## config.mk

```make
export PLATFORM = sky130hd
export DESIGN_NAME = cache_miss_sequencer
export DESIGN_NICKNAME = d
export VERILOG_FILES = /design/src/rtl/mips_mem_pkg.sv /design/src/rtl/mem_latency_counter.sv /design/src/rtl/cache_miss_sequencer.sv
export SDC_FILE = /design/constraint.sdc
export NUM_CORES = 1
export LEC_CHECK = 0
export ABC_AREA = 1
export CAP_MARGIN = 40
export CORE_MARGIN = 3
export CORE_UTILIZATION = 55
export DETAILED_ROUTE_END_ITERATION = 12
export DONT_BUFFER_PORTS = 1
export PLACE_DENSITY = 0.77
export SETUP_SLACK_MARGIN = 0.02
export SLEW_MARGIN = 20
export SYNTH_ARGS = -nofsm -noshare
export SYNTH_HDL_FRONTEND = slang
export SYNTH_SLANG_ARGS = --single-unit
```

## constraint.sdc

```tcl
create_clock -name clk -period 2.5 [get_ports clk]
set_input_delay 0.5 -clock clk [delete_from_list [all_inputs] [get_ports clk]]
set_output_delay 0.5 -clock clk [all_outputs]
set_load 0.01 [all_outputs]
```

## src/rtl/mips_mem_pkg.sv

```systemverilog
// Shared types and constants for the data-cache / memory miss sequencing path.
package mips_mem_pkg;

    localparam int unsigned LAT_W = $clog2(16);

    typedef enum logic [1:0] {
        IDLE    = 2'd0,
        WB_WAIT = 2'd1,
        RF_WAIT = 2'd2,
        FILL    = 2'd3
    } cms_state_t;

    localparam logic CACHE_IN_MEM = 1'b0;
    localparam logic CACHE_IN_REG = 1'b1;

endpackage

```

## src/rtl/mem_latency_counter.sv

```systemverilog
// Loadable down-counter that times the fixed data-memory access latency.
module mem_latency_counter
    import mips_mem_pkg::*;
(
    input  logic             clk,
    input  logic             rst_b,
    input  logic             load_i,
    input  logic [LAT_W-1:0] load_value_i,
    output logic [LAT_W-1:0] count_o,
    output logic             zero_o
);

    logic [LAT_W-1:0] count_q;

    // Free-runs down to zero and parks there until the next load.
    always_ff @(posedge clk or negedge rst_b) begin
        if (!rst_b) begin
            count_q <= '0;
        end else if (load_i) begin
            count_q <= load_value_i;
        end else if (count_q != '0) begin
            count_q <= count_q - LAT_W'(1);
        end
    end

    assign count_o = count_q;
    assign zero_o  = (count_q == '0);

endmodule

```

## src/rtl/cache_miss_sequencer.sv

```systemverilog
// Load/store sequencer for the data cache: hit completion, dirty write-back,
// line refill, PC stall generation and miss/write-back performance counters.
module cache_miss_sequencer
    import mips_mem_pkg::*;
#(
    parameter int unsigned MEM_LATENCY = 4,
    parameter int unsigned CNT_W       = 32
) (
    input  logic             clk,
    input  logic             rst_b,
    input  logic             req_valid,
    input  logic             req_write,
    input  logic [31:0]      req_addr,
    input  logic             cache_hit,
    input  logic             cache_dirty,
    input  logic [31:0]      victim_addr,
    output logic             stall,
    output logic             done,
    output logic             we_cache,
    output logic             cache_input_type,
    output logic             set_valid,
    output logic             set_dirty,
    output logic             mem_write_en,
    output logic [31:0]      mem_addr,
    output logic [CNT_W-1:0] miss_count,
    output logic [CNT_W-1:0] wb_count
);

    // The refill read begins on the cycle its address is first presented and
    // FILL is its last cycle, so RF_WAIT covers MEM_LATENCY-1 cycles (none at 1).
    localparam logic [LAT_W-1:0] WB_LOAD = LAT_W'(MEM_LATENCY - 1);
    localparam logic [LAT_W-1:0] RF_LOAD = (MEM_LATENCY > 1) ? LAT_W'(MEM_LATENCY - 2) : '0;
    localparam bit               SKIP_RF = (MEM_LATENCY == 1);

    cms_state_t       state_q, state_d;
    logic [31:0]      fill_addr_q, fill_addr_d;
    logic [31:0]      wb_addr_q, wb_addr_d;
    logic [CNT_W-1:0] miss_cnt_q, miss_cnt_d;
    logic [CNT_W-1:0] wb_cnt_q, wb_cnt_d;
    logic             cnt_load;
    logic [LAT_W-1:0] cnt_load_value;
    logic [LAT_W-1:0] cnt_value;
    logic             cnt_zero;

    mem_latency_counter u_lat_cnt (
        .clk          (clk),
        .rst_b        (rst_b),
        .load_i       (cnt_load),
        .load_value_i (cnt_load_value),
        .count_o      (cnt_value),
        .zero_o       (cnt_zero)
    );

    always_ff @(posedge clk or negedge rst_b) begin
        if (!rst_b) begin
            state_q     <= IDLE;
            fill_addr_q <= '0;
            wb_addr_q   <= '0;
            miss_cnt_q  <= '0;
            wb_cnt_q    <= '0;
        end else begin
            state_q     <= state_d;
            fill_addr_q <= fill_addr_d;
            wb_addr_q   <= wb_addr_d;
            miss_cnt_q  <= miss_cnt_d;
            wb_cnt_q    <= wb_cnt_d;
        end
    end

    always_comb begin
        state_d          = state_q;
        fill_addr_d      = fill_addr_q;
        wb_addr_d        = wb_addr_q;
        miss_cnt_d       = miss_cnt_q;
        wb_cnt_d         = wb_cnt_q;
        cnt_load         = 1'b0;
        cnt_load_value   = '0;
        stall            = 1'b0;
        done             = 1'b0;
        we_cache         = 1'b0;
        cache_input_type = CACHE_IN_MEM;
        set_valid        = 1'b0;
        set_dirty        = 1'b0;
        mem_write_en     = 1'b0;
        mem_addr         = req_addr;

        unique case (state_q)
            IDLE: begin
                if (req_valid && cache_hit) begin
                    done = 1'b1;
                    if (req_write) begin
                        we_cache         = 1'b1;
                        cache_input_type = CACHE_IN_REG;
                        set_valid        = 1'b1;
                        set_dirty        = 1'b1;
                    end
                end else if (req_valid) begin
                    stall       = 1'b1;
                    fill_addr_d = req_addr;
                    miss_cnt_d  = miss_cnt_q + CNT_W'(1);
                    cnt_load    = 1'b1;
                    if (cache_dirty) begin
                        wb_addr_d      = victim_addr;
                        wb_cnt_d       = wb_cnt_q + CNT_W'(1);
                        cnt_load_value = WB_LOAD;
                        state_d        = WB_WAIT;
                    end else begin
                        cnt_load_value = RF_LOAD;
                        state_d        = SKIP_RF ? FILL : RF_WAIT;
                    end
                end
            end
            WB_WAIT: begin
                stall            = 1'b1;
                mem_addr         = wb_addr_q;
                cache_input_type = CACHE_IN_REG;
                // Counter still holds its load value only on the first cycle.
                mem_write_en     = (cnt_value == WB_LOAD);
                if (cnt_zero) begin
                    cnt_load       = 1'b1;
                    cnt_load_value = RF_LOAD;
                    state_d        = SKIP_RF ? FILL : RF_WAIT;
                end
            end
            RF_WAIT: begin
                stall    = 1'b1;
                mem_addr = fill_addr_q;
                if (cnt_zero) begin
                    state_d = FILL;
                end
            end
            FILL: begin
                stall            = 1'b1;
                mem_addr         = fill_addr_q;
                we_cache         = 1'b1;
                cache_input_type = CACHE_IN_MEM;
                set_valid        = 1'b1;
                set_dirty        = 1'b0;
                state_d          = IDLE;
            end
            default: state_d = IDLE;
        endcase
    end

    assign miss_count = miss_cnt_q;
    assign wb_count   = wb_cnt_q;

endmodule

```

Word level (Yosys, flattened, before mapping)
Cells that the tools add are included.
{"block": "word_totals", "reg_bits": 134, "input_bits": 70, "out_inout_bits": 103, "wordCells": 55}
{"block": "op_classes", "add_sub_neg": 3, "eq_ne": 8, "n_mux": 27, "bitwise_logic": 1, "reduce_logical": 10}
{"op": "$add A32 B1 Y32 const B", "n": 2}
{"op": "$pmux W32 S2", "n": 1}
{"op": "$mux W2", "n": 8}
{"op": "$mux W1", "n": 10}
{"op": "$mux W4", "n": 2}
{"op": "$ne A2 B2 Y1 const B", "n": 4}
{"op": "$pmux W1 S2", "n": 4}
{"op": "$pmux W2 S4", "n": 1}
{"op": "$reduce_and A4 Y1", "n": 2}
{"op": "$eq A2 B2 Y1 const B", "n": 2}
{"op": "$eq A4 B2 Y1 const B", "n": 1}
{"op": "$logic_not A4 Y1", "n": 1}
{"op": "$pmux W2 S2", "n": 1}
{"op": "$reduce_bool A4 Y1", "n": 1}
{"op": "$sub A4 B1 Y4 const B", "n": 1}
{"op": "$reduce_and A3 Y1", "n": 1}
{"op": "$reduce_or A3 Y1", "n": 1}
{"op": "$eq A2 B1 Y1 const B", "n": 1}
{"op": "$logic_not A2 Y1", "n": 1}
{"op": "$reduce_bool A2 Y1", "n": 1}
{"op": "$reduce_or A2 Y1", "n": 1}
{"op": "$logic_and A1 B1 Y1", "n": 1}
{"op": "$not A1 Y1", "n": 1}

Depth between registers and ports, before layout
Gate-level depths: netlist of run 1.
{"block": "logic_depth", "ltp_word": 5, "mapped_depth": 11, "ltp_nobuf": 10}

Cells and area by module
A second synthesis of run 1 with hierarchy kept.
{"block": "hier_totals", "cells_unflattened": 880, "area_unflattened_um2": 7023.0}
{"mod": "cache_miss_sequencer", "instances": 1, "cells_per_inst": 846, "area_each_um2": 6780.3, "seq_area_each_um2": 3253.1}
{"mod": "mem_latency_counter", "instances": 1, "cells_per_inst": 34, "area_each_um2": 242.7, "seq_area_each_um2": 100.1}

Least setup slack after synthesis of run 1
OpenSTA, ideal clock, no wires.
{"block": "synth_path", "path_type": "reg2out", "start": "register state_q[0]", "end": "output port we_cache", "arrival_time_ns": 1.587, "t_required_ns": 2.000, "path_slack_ns": 0.413, "path_stages_with_launch": 10, "path_buffers": 1, "path_cell_list": "dfrtp_1 > inv_1 > ha_1 > nand2_1 > nor2_1 > nand2_1 > inv_1 > nor2_1 > nor2_1 > buf_4"}
{"block": "synth_via", "elab_chain_cells": 2, "elab_cells_between_ends": 3, "classes_between": "eq/ne: 1; mux: 1; reduce/logical: 1"}
{"element": "from (decl)", "line_no": "cache_miss_sequencer.sv:35", "text": "cms_state_t state_q, state_d;"}
{"element": "from (signal assigned)", "line_no": "cache_miss_sequencer.sv:62", "text": "state_q <= state_d;"}
{"element": "$eq A2 B2 Y1 / $logic_not A2 Y1 (equally long branches)"}
{"element": "$pmux W1 S2 *"}
{"element": "to (decl)", "line_no": "cache_miss_sequencer.sv:19", "text": "output logic we_cache,"}
Every way passes the cells marked *; elsewhere a longest branch is shown, timed or not.

Final worst setup path of run 1
{"block": "layout_path", "start": "register state_q[0]", "end": "output port mem_addr[17]"}
{"block": "layout_via", "elab_chain_cells": 3, "elab_cells_between_ends": 5, "classes_between": "eq/ne: 3; mux: 1; reduce/logical: 1"}
{"element": "$eq A2 B2 Y1", "line_no": "cache_miss_sequencer.sv:87", "text": "unique case (state_q)"}
{"element": "$reduce_or A2 Y1 (no line)"}
{"element": "$pmux W32 S2 *", "line_no": "cache_miss_sequencer.sv:87"}
{"element": "to (decl)", "line_no": "cache_miss_sequencer.sv:24", "text": "output logic [31:0] mem_addr,"}
Marks and branches as above.

==> summary.txt, run 1 <==
Pwr
  – LEAKAGE: 4.20 nW
  – Worst vdd ir: 0.858 mV
  – Pwr Density: 1120 mW/mm²

Synthesis
  – Register bit total from synthesis: 134
  – Sequential share of the synthesized area: 0.477
  – Synthesized Nets: 969
  – Syn. warnings: 0
  – Synthesized instance count: 890
  – Synthesized cell area: 0.00704 mm²
  – Synth unique cells: 33
  – Synthesized area per cell: 7.91 µm²

Worst setup path
  – Crit path max fanout: 6
  – Critical Path, Cell by Cell: inv_2, ha_2, or2_4, buf_4, a22oi_1, o21ai_0, buf_4
  – Buf/Inv on CP: 3
  – Worst Path Required: 2.00 ns
  – Largest stage delay, worst path: 0.38 ns
  – CP arrival: 1.95 ns
  – Largest delay contributor family on the critical path: buffers and inverters
  – Worst path slowest cell: dfrtp_1
  – Most frequent CP cell: buf_4
  – Worst Setup Path Type: reg2out
  – CP Capture Type: output pin
  – Critical Path Start Type: flip-flop

Global routing
  – Vias in the first global route: 5860
  – Total congestion overflow: 0
  – Global-route wire length before repair: 28900 µm
  – Number of antenna violations at the first check in global routing: 0
  – Global Route Usage Sum: 0.254
  – Pin count of the biggest net entering global routing: 135

Clocking
  – Clock Path Buffers: 2
  – Root Buffer: clkbuf_16
  – TritonCTS clock tree: yes
  – Worst skew pair latency: 0.42 ns
  – # H-tree levels: 4
  – Clock sinks: 134
  – Clock Pin Slew Worst Setup and Hold Paths: 0.06 ns
  – Num CTS Buffers: 17

Layout
  – Most frequent cells in the layout: nand2_1 (371), dfrtp_1 (134), inv_1 (68)
  – Layout area overhead: 17.7%
  – Final instance area: 0.00828 mm²
  – Multi-input gate area: 0.00332 mm²
  – Final cell count without fillers: 1107
  – FF/Latch Area: 0.00335 mm²
  – Fillers: 993
  – Diodes inserted: 0
  – Share of post-route cells with drive strength above 1: 0.138
  – Final nets: 1006
  – Commonest non-fill, non-tap cell in the layout: nand2_1

Routing
  – Drt first pass iters: 5
  – WL/cell: 15.9 µm
  – Antenna-violating nets left: 0
  – Drt total wl: 17600 µm
  – Residual DRC: 0
  – Vias/cell: 5.38
  – Vias: 5957
  – DRT iter0 DRCs: 558

Floorplanning
  – Die Ht: 119 µm
  – FP Rows: 40
  – Die W: 119 µm
  – Initial Util: 0.574
  – Die footprint: 0.0142 mm²
  – IO Count: 173
  – Core Region: 0.0123 mm²

STA
  – RSZ-0062 raised after global routing: true
  – Clk_skew: 0.00907 ns
  – Sum Neg Setup Slack: 0 ns
  – FMAX: 408 MHz
  – Slew Viols, Final: 0
  – Final hold vios: 134
  – Slew HR: 0.569
  – Final Cycle Share: 0.981
  – Slew @ Worst Pin: 0.645 ns
  – Hold Slack: -0.222 ns
  – Crit path time final: 2.45 ns
  – Final setup viols: 0

Placement
  – Dpl cells: 1070
  – Dpl hpwl: 12300 µm
  – Port buffer count: 0
  – DP Area: 0.00742 mm²
  – GPL Wtd Cong: 0.888

Job
  – Max_cap viols: 0

Hold path
  – Worst min path class: in2async

Outcome
  – Status: complete, but fails checks
  – Failing checks: hold timing
-- final cells by class --
type,count,share of cell area
clock buffer,19,0.0535
sequential,134,0.405
tap,168,0.0254
timing repair buffer,49,0.0488
multi-input combinational,650,0.400
clock inverter,12,0.0331
inverter,75,0.0340
-- cells by family after synthesis --
family	synth area share
AND/OR/NAND/NOR	0.331
flip-flops	0.477
buffers and inverters	0.0633
AO/OA/AOI/OAI	0.0630
XOR/XNOR	0.0498
adder cells (fa/ha/maj)	0.0160
-- state kept, by name, summed over array words and instances, names as in the netlist --
signal / cells
wb_addr_q: 32
wb_count: 32
miss_count: 32
fill_addr_q: 32
u_lat_cnt.count_o: 4
state_q: 2
-- synth_stat cells --
cell type / n / area, µm²
a21oi_1: 3 / 15.0
a22oi_1: 32 / 240
and3_1: 1 / 6.26
buf_2: 5 / 25.0
buf_4: 7 / 52.6
buf_6: 2 / 22.5
clkbuf_1: 17 / 63.8
dfrtp_1: 134 / 3350
ha_1: 9 / 113
inv_1: 71 / 267
inv_2: 4 / 15.0
nand2_1: 372 / 1400
nand2_2: 2 / 12.5
nand2_4: 1 / 11.3
nand3_1: 36 / 180
nand3_2: 5 / 50.1
nand3_4: 1 / 17.5
nand3b_1: 9 / 67.6
nand3b_2: 1 / 11.3
nand3b_4: 1 / 20.0
nand4_1: 20 / 125
nor2_1: 52 / 195
nor2_2: 5 / 31.3
nor2_4: 11 / 124
nor2_8: 1 / 20.0
nor3_1: 8 / 40.0
nor3_2: 1 / 10.0
nor4_1: 1 / 6.26
o211ai_1: 1 / 7.51
o21ai_0: 36 / 180
or2_2: 1 / 6.26
xnor2_1: 17 / 149
xor2_1: 23 / 201
-- final timing paths --
path	depth (start not counted)	slack, ns	to	from
setup / recovery	7	0.05	mem_addr[17]	state_q[0]
hold / removal	0	-0.22	wb_addr_q[23]	rst_b
setup reg to reg	8	0.47	miss_count[16]	state_q[0]
hold reg to reg	2	0.47	fill_addr_q[22]	fill_addr_q[22]
max in group asynchronous	0	2.55	wb_count[11]	rst_b
min in group clk	2	0.20	fill_addr_q[30]	req_addr[30]
-- metrics by stage --
stage               setup slack (ns)  power [W]  utilization
CTS                          0.00862    0.00911        0.666
global placement               0.298    0.00592        0.606
detailed placement             0.252    0.00599        0.606
finish                        0.0471    0.00930        0.676
global route                 -0.0238    0.00987        0.676
floorplan                      0.413    0.00487            -
-- what timing repair did --
| item | 4_1_cts | 5_1_grt |
|---|---|---|
| hold endpoints to repair | 134 | 134 |
| setup buffers | 3 | 3 |
| endpoints found under the setup margin | 35 | 34 |
| resized for setup | 2 | 30 |
| pin swaps | 1 | 2 |
-- routing by layer --
layer	up-vias	share of wire	track usage
li1	2891	-	-
met1	2827	0.41	0.312
met2	202	0.49	0.421
met3	37	0.074	0.0878
met4	0	0.026	0.0797
met5	-	0	0
-- power by group --
part / internal [W] / switching, W
combinational: 0.00137 / 0.00165
sequential: 0.00277 / 0.000487
clock: 0.00210 / 0.000931
total: 0.00624 / 0.00306
No activity file was read; power rests on OpenSTA's default activity.
==> run 2: changes to the inputs <==
- SLEW_MARGIN: 20 -> default
==> results of run 2 <==
The final DEF is identical to that of run 1; final timing and power are the same.
==> run 3: changes to the inputs <==
- SLEW_MARGIN: default -> 30
==> results of run 3 <==
The final DEF is identical to that of run 1; final timing and power are the same.
